File: config.mk
export PLATFORM = sky130hd
export DESIGN_NAME = wb_read_fifo
export DESIGN_NICKNAME = d
export VERILOG_FILES = /design/src/rtl/wb_fifo_pkg.sv /design/src/rtl/fifo_addr_gen_an.sv /design/src/rtl/wb_read_fifo.sv
export SDC_FILE = /design/constraint.sdc
export NUM_CORES = 1
export LEC_CHECK = 0
export CORE_AREA = 2 2 112 114
export CTS_BUF_LIST = sky130_fd_sc_hd__clkbuf_4 sky130_fd_sc_hd__clkbuf_8
export DETAILED_ROUTE_END_ITERATION = 8
export DIE_AREA = 0 0 114 116
export HOLD_SLACK_MARGIN = 0.02
export PLACE_DENSITY = 0.71
export SLEW_MARGIN = 40
export SYNTH_ARGS = -nofsm -noshare
export SYNTH_HDL_FRONTEND = slang
export SYNTH_HIERARCHICAL = 1
export SYNTH_SLANG_ARGS = --single-unit
File: constraint.sdc
create_clock -name clk_i -period 3.52 [get_ports clk_i]
set_clock_uncertainty 0.05 [all_clocks]
set_input_delay 0.528 -clock clk_i [delete_from_list [all_inputs] [get_ports clk_i]]
set_output_delay 0.528 -clock clk_i [all_outputs]
set_load 0.005 [all_outputs]
File: src/rtl/wb_fifo_pkg.sv
// Shared types for the Wishbone byte FIFOs.
package wb_fifo_pkg;

  typedef logic [7:0] byte_t;

  typedef enum logic [1:0] {
    RESP_NONE,
    RESP_ACK,
    RESP_ERR
  } wb_resp_e;

endpackage

File: src/rtl/fifo_addr_gen_an.sv
// Wrapping buffer pointer with increment enable and async active-low reset.
module fifo_addr_gen_an #(
  parameter int unsigned ADDR_WIDTH = 4
) (
  input  logic                  clk_i,
  input  logic                  rst_ni,
  input  logic                  inc_i,
  output logic [ADDR_WIDTH-1:0] ptr_o
);

  logic [ADDR_WIDTH-1:0] ptr_q, ptr_d;

  always_comb begin
    ptr_d = ptr_q;
    if (inc_i) ptr_d = ptr_q + ADDR_WIDTH'(1);
  end

  always_ff @(posedge clk_i or negedge rst_ni) begin
    if (!rst_ni) ptr_q <= '0;
    else         ptr_q <= ptr_d;
  end

  assign ptr_o = ptr_q;

endmodule

File: src/rtl/wb_read_fifo.sv
// Read-direction Wishbone byte FIFO: pipelined controller fetches bytes from a
// source, pipelined device lets a consumer pop them.
module wb_read_fifo
  import wb_fifo_pkg::*;
#(
  parameter int unsigned ADDR_WIDTH = 4
) (
  input  logic                  clk_i,
  input  logic                  rst_ni,
  input  logic                  fetch_en_i,
  output logic                  src_cyc_o,
  output logic                  src_stb_o,
  output logic                  src_we_o,
  input  logic [7:0]            src_dat_i,
  input  logic                  src_ack_i,
  input  logic                  src_stall_i,
  input  logic                  snk_cyc_i,
  input  logic                  snk_stb_i,
  input  logic                  snk_we_i,
  output logic [7:0]            snk_dat_o,
  output logic                  snk_ack_o,
  output logic                  snk_err_o,
  output logic                  snk_stall_o,
  output logic [ADDR_WIDTH:0]   level_o
);

  localparam int unsigned DEPTH = 1 << ADDR_WIDTH;
  localparam int unsigned CW    = ADDR_WIDTH + 1;

  logic [CW-1:0]         count_q, count_d;
  logic [CW-1:0]         outst_q, outst_d;
  logic [CW:0]           inflight;
  wb_resp_e              resp_q, resp_d;
  byte_t                 dat_q, dat_d;
  byte_t                 mem [DEPTH];
  logic [ADDR_WIDTH-1:0] wr_ptr, rd_ptr;
  logic                  req, issue, ack_ok, pop;

  always_comb begin
    // Sum is one bit wider so count + outstanding can reach DEPTH without wrapping.
    inflight    = {1'b0, count_q} + {1'b0, outst_q};
    src_stb_o   = fetch_en_i && (inflight < (CW + 1)'(DEPTH));
    src_cyc_o   = src_stb_o || (outst_q != '0);
    src_we_o    = 1'b0;
    issue       = src_stb_o && !src_stall_i;
    ack_ok      = src_ack_i && (outst_q != '0);
    req         = snk_cyc_i && snk_stb_i;
    snk_stall_o = req && !snk_we_i && (count_q == '0);
    pop         = req && !snk_we_i && (count_q != '0);
  end

  always_comb begin
    count_d = count_q;
    unique case ({ack_ok, pop})
      2'b10:   count_d = count_q + CW'(1);
      2'b01:   count_d = count_q - CW'(1);
      default: count_d = count_q;
    endcase

    outst_d = outst_q;
    unique case ({issue, ack_ok})
      2'b10:   outst_d = outst_q + CW'(1);
      2'b01:   outst_d = outst_q - CW'(1);
      default: outst_d = outst_q;
    endcase

    resp_d = RESP_NONE;
    if (pop)                  resp_d = RESP_ACK;
    else if (req && snk_we_i) resp_d = RESP_ERR;

    dat_d = dat_q;
    if (pop) dat_d = mem[rd_ptr];
  end

  always_ff @(posedge clk_i or negedge rst_ni) begin
    if (!rst_ni) begin
      count_q <= '0;
      outst_q <= '0;
      resp_q  <= RESP_NONE;
      dat_q   <= '0;
    end else begin
      count_q <= count_d;
      outst_q <= outst_d;
      resp_q  <= resp_d;
      dat_q   <= dat_d;
    end
  end

  always_ff @(posedge clk_i) begin
    if (ack_ok) mem[wr_ptr] <= src_dat_i;
  end

  fifo_addr_gen_an #(.ADDR_WIDTH(ADDR_WIDTH)) u_wr_ptr (
    .clk_i  (clk_i),
    .rst_ni (rst_ni),
    .inc_i  (ack_ok),
    .ptr_o  (wr_ptr)
  );

  fifo_addr_gen_an #(.ADDR_WIDTH(ADDR_WIDTH)) u_rd_ptr (
    .clk_i  (clk_i),
    .rst_ni (rst_ni),
    .inc_i  (pop),
    .ptr_o  (rd_ptr)
  );

  assign snk_ack_o = (resp_q == RESP_ACK);
  assign snk_err_o = (resp_q == RESP_ERR);
  assign snk_dat_o = dat_q;
  assign level_o   = count_q;

endmodule

# Word-level counts from Yosys, hierarchy flattened

Memory sizes are Yosys's and may differ from the RTL's. A register that Yosys moved wholly into a read port is not among the register bits.
Cells that the tools add are included.

Add/subtract/negate cells: 7
Order comparisons: 1
Equality and inequality tests: 6
Mux-type cells: 6
Reductions and logical operators: 17

Operators by type and width:

| kind                                                 | count |
|---|---|
| case mux 5 bit (2 select lines)                      | 2 |
| adder 5 x 1 -> 5 bit (second input constant)         | 2 |
| nonzero test 5 bit                                   | 2 |
| subtractor 5 x 1 -> 5 bit (second input constant)    | 2 |
| adder 4 x 1 -> 4 bit (second input constant)         | 2 |
| logical AND 1 bit                                    | 8 |
| adder 5 x 5 -> 6 bit                                 | 1 |
| equality test 2 x 1 -> 1 bit (second input constant) | 3 |
| equality test 2 bit (second input constant)          | 3 |
| < comparator 6 x 5 -> 1 bit (second input constant)  | 1 |
| logical NOT 5 bit                                    | 1 |
| two-way mux 2 bit                                    | 2 |
| nonzero test 2 bit                                   | 2 |
| logical NOT 1 bit                                    | 3 |
| two-way mux 1 bit                                    | 2 |
| logical OR 1 bit                                     | 1 |

Bits in registers: 20
Bits in writable memories: 128
Bits of input ports: 16
Output and inout port bits: 19
Logic and storage cells: 43
Memories: 1

Memory list:

| name | depth | width | rd ports | clocked after memory_dff | write ports | RTL line           | RTL |
|---|---|---|---|---|---|---|---|
| mem  | 16    | 8     | 1        | 1                        | 1           | wb_read_fifo.sv:35 | `byte_t mem [DEPTH];` |

# Longest topological paths before layout

Depth in word-level cells: 6
Depth in mapped cells: 13
Depth with buffers taken out: 13

# By module

The synthesis kept the hierarchy.

Modules (own cells, without submodules):

| module           | times used | cells each | area each (um^2) |
|---|---|---|---|
| wb_read_fifo     | 1          | 338        | 6209.7 |
| fifo_addr_gen_an | 2          | 11         | 160.2 |

# Worst setup path before layout

Ideal clock, no wire load.

Path type: register to register
Start point: reg count_q[0] (netlist: level_o[0])
End point: reg count_q[4] (netlist: level_o[4])
Arrival: 3.015 ns
Slack: 0.330 ns
Stages on the path, launching flop included: 12
Buffers on the path: 1
Clock period less this slack: 3.190 ns
Cells stage by stage: dfrtp_1 -> or4_1 -> o21ai_2 -> buf_4 -> inv_1 -> ha_1 -> ha_1 -> nor2b_1 -> o21ai_0 -> a21oi_1 -> or3b_2 -> xnor2_1

Longest elaborated chain between the ends: 4
Elaborated cells between the ends (all ways): 8
Those cells by class: 2 x add/sub; 2 x eq/ne; 1 x mux; 3 x reduce/logical

RTL lines:

| item                                                                         | RTL line           | RTL |
|---|---|---|
| start: declaration                                                           | wb_read_fifo.sv:30 | `logic [CW-1:0] count_q, count_d;` |
| start signal: assignment                                                     | wb_read_fifo.sv:82 | `count_q <= count_d;` |
| nonzero test 5 bit (*)                                                       | wb_read_fifo.sv:49 | `pop = req && !snk_we_i && (count_q != '0);` |
| logical AND 1 bit (*)                                                        | wb_read_fifo.sv:49 |  |
| net pop                                                                      | wb_read_fifo.sv:37 | `logic req, issue, ack_ok, pop;` |
| equality test 2 x 1 -> 1 bit / equality test 2 bit (equally long branches)   | wb_read_fifo.sv:54 | `unique case ({ack_ok, pop})` |
| case mux 5 bit (2 select lines) / nonzero test 2 bit (equally long branches) | -                  |  |

The timed path passes the listed nets; every way through them passes the cells marked *.
A chain may end at the register's enable or synchronous reset.

# Final worst setup path

Start point: reg outst_q[1]
End point: reg outst_q[4]

Elaborated cells between the ends (all ways): 12
Those cells by class: 3 x add/sub; 1 x order compare; 2 x eq/ne; 1 x mux; 5 x reduce/logical

RTL lines:

| item                                                                         | RTL line           | RTL |
|---|---|---|
| start: declaration                                                           | wb_read_fifo.sv:31 | `logic [CW-1:0] outst_q, outst_d;` |
| start signal: assignment                                                     | wb_read_fifo.sv:83 | `outst_q <= outst_d;` |
| nonzero test 5 bit (*)                                                       | wb_read_fifo.sv:46 | `ack_ok = src_ack_i && (outst_q != '0);` |
| logical AND 1 bit (*)                                                        | wb_read_fifo.sv:46 |  |
| net ack_ok                                                                   | wb_read_fifo.sv:37 |  |
| equality test 2 x 1 -> 1 bit / equality test 2 bit (equally long branches)   | wb_read_fifo.sv:61 | `unique case ({issue, ack_ok})` |
| case mux 5 bit (2 select lines) / nonzero test 2 bit (equally long branches) | -                  |  |

Marks and branches as above.

==> results.yml <==
status:
  status: "complete, no violations"
grt:
  grt_pass1_wl_mm: 18.4
  grt_usage: 0.194
  grt_max_degree: 29
  use_met2: 0.308
  grt.busiest_layer: "met2"
  grt_pass1_vias: 3372
  grtUsageMet3: 0.0581
  gr-total-overflow: 0
  met1_usage: 0.261
  antenna_found_initial: 0
drt:
  vias: 3257
  drt-pass1-iter-count: 4
  wl_mm: 11.5
  wl_per_cell_um: 19.9
  drt_iter0_markers: 276
  drc_errors: 0
  viasPerCell: 5.63
  postRouteAntennaNets: 0
floorplan:
  start_util: 0.548
  coreArea_mm2: 0.0119
  dieHeight_um: 116
  dieArea_mm2: 0.0132
  ios: 35
  die_w_um: 114
  row_count: 40
sta:
  maxSlewViolCount: 0
  worstMarginPinSlew_ps: 613
  post-route-period-util: 0.917
  finalSetupTns_ps: 0
  hold_viol_final: 0
  rsz0062_at_grt: "no"
  setup_viol: 0
  setup_ws_ps: 293
  fmaxAchievable_ghz: 0.310
  period_minus_slack_ps: 3230
  maxSlewHeadroom: 0.591
logic_synthesis:
  ys_ff_latch: 156
  synth_edf_count: 128
  synth.avg_cell_area_um2: 18.1
  ys_seq_area_frac: 0.696
  ys_warn_count: 6
  synth_top_flop_cell: "edfxtp_1"
  async_flop_share: 0.179
  netlist_area_mm2: 0.00653
  synth.distinct_cells: 40
  synthCells: 360
  syn_nets: 392
hold_path:
  min_path_type: "in2async"
final_layout:
  final_cell_mix: "edfxtp_1, clkdlybuf4s50_1, nand2_1, dfrtp_1, buf_4"
  diodes: 0
  multi_input_area_mm2: 0.00183
  finalNetCount: 451
  final_common_cell: "edfxtp_1"
  area_growth_pct: 14.4
  layout-drive-gt1-share: 0.197
  fin_area_mm2: 0.00747
  regArea_mm2: 0.00455
  nFillCells: 855
pwr:
  ir_worst_vdd_mv: 0.363
  p_int_mw: 3.91
  clock_power_share: 0.227
  power_frac_seq: 0.456
  p_total_mw: 5.67
  swShare: 0.311
  comb_power_share: 0.317
  p_leak_nw: 2.68
  power_density_mw_per_mm2: 759
  p_sw_mw: 1.76
placed_design:
  hpwl_mm: 7.68
  port_buffers: 33
  pre_cts_ws_ps: 267
  routabilityCongestion: 0.726
  placed_cell_area_mm2: 0.00708
setup_path:
  slowest_stage: "or4_1"
  end_kind: "flop"
  max_stage_delay_ps: 560
  critical-path-top-cell-by-count: "xor2_1"
  cp.required_ps: 3800
  critPathMaxFanout: 7
  critPathKind: "reg2reg"
  arrival_ps: 3510
  crit_path_start_kind: "flop"
  crit_chain: "or4_1 -> o21ai_1 -> inv_1 -> ha_1 -> fa_1 -> a21o_1 -> a21oi_1 -> xor2_1 -> nor2_1 -> xor2_1"
cts:
  cts_sinks: 156
  hold_buffers: 0
  clk_pin_slew_worst_paths_ps: 80
  cts_setup_buffers: 0
  cts-htree-levels: 4
  clockBufferDepth: 2
  cts_buffers: 17
  cts_resized: 0
  clock_latency_ps: 450
  cts-root-buf: "clkbuf_8"
  cts_tree: "yes"
flow_run:
  drv_cap: 0
[state kept, by name, summed over array words and instances (netlist names)]
name,cells
level_o,5
snk_dat_o,8
u_wr_ptr/ptr_o,4
outst_q,5
resp_q,2
u_rd_ptr/ptr_o,4
mem,128
[critical path: cells and delay by family, from the launching register on]
family / cells / cell delay [ps]
compound gates: 3 / 730
buf+inv: 1 / 220
xor+xnor: 2 / 300
flops: 1 / 440
fa+ha+maj: 2 / 770
simple gates: 2 / 620
[kinds of logic after synthesis]
kind of cell,after synthesis,synth area share
buf+inv,22,0.0247
fa+ha+maj,16,0.0330
mux,52,0.152
compound gates,32,0.0264
flops,156,0.696
xor+xnor,15,0.0201
simple gates,66,0.0469
other cells,1,0.000574
[cells in the mapped netlist, types with 2 or more instances]
cell	instances	area share
a21o_1	3	0.0034
a21oi_1	4	0.0031
buf_12	2	0.0061
buf_2	3	0.0023
buf_4	4	0.0046
buf_6	2	0.0034
clkbuf_1	2	0.0012
dfrtp_1	28	0.11
edfxtp_1	128	0.59
fa_1	2	0.0061
ha_1	14	0.027
inv_1	7	0.0040
mux2_2	11	0.019
mux2i_1	9	0.014
mux4_1	16	0.064
mux4_2	16	0.055
nand2_1	27	0.016
nand2b_1	2	0.0019
nand3_1	2	0.0015
nand4_1	2	0.0019
nor2_1	16	0.0092
nor2b_1	4	0.0038
nor3_1	4	0.0031
o21ai_0	10	0.0077
o21ai_1	13	0.010
or4_1	2	0.0023
xnor2_1	8	0.011
xor2_1	7	0.0094
[worst paths after layout]
path	start	slack, ps	end	cells past startpoint
max reg2reg	outst_q[1]	290	outst_q[4]	10
min	rst_ni	400	outst_q[4]	2
min reg2reg	snk_dat_o[5]	440	snk_dat_o[5]	2
max	outst_q[1]	290	outst_q[4]	10
min in group clk_i	snk_dat_o[5]	440	snk_dat_o[5]	2
max in group asynchronous	rst_ni	2730	u_rd_ptr/ptr_o[0]	2
[stage by stage]
stage               instances  utilization  hold slack, ps
floorplan                 360            -             182
global placement          547        0.594             414
detailed placement        547        0.594             425
CTS                       579        0.626             382
global route              579        0.627             408
finish                    579        0.627             402
[layout make-up]
cell class | count | share of cell area
clock buffers | 18 | 0.0323
clock inverters | 14 | 0.0194
inverters | 7 | 0.00352
multi-input cells | 182 | 0.245
flip-flops and latches | 156 | 0.609
well taps | 147 | 0.0246
repair buffers | 55 | 0.0664
[power by group through the flow]
stage,registers (mW),logic [mW],clock network [mW]
after floorplan,2.51,1.35,0
final,2.59,1.79,1.29
after global routing,2.64,1.98,1.40
after detailed placement,2.63,1.81,0
after CTS,2.59,1.81,1.32
after global placement,2.62,1.76,0
[layer usage]
metal	routed length (µm)	part of all wire
met1	5420	0.47
met5	0	0
met2	5500	0.48
met4	132	0.011
met3	494	0.043
(Power assumes the default switching activity.)
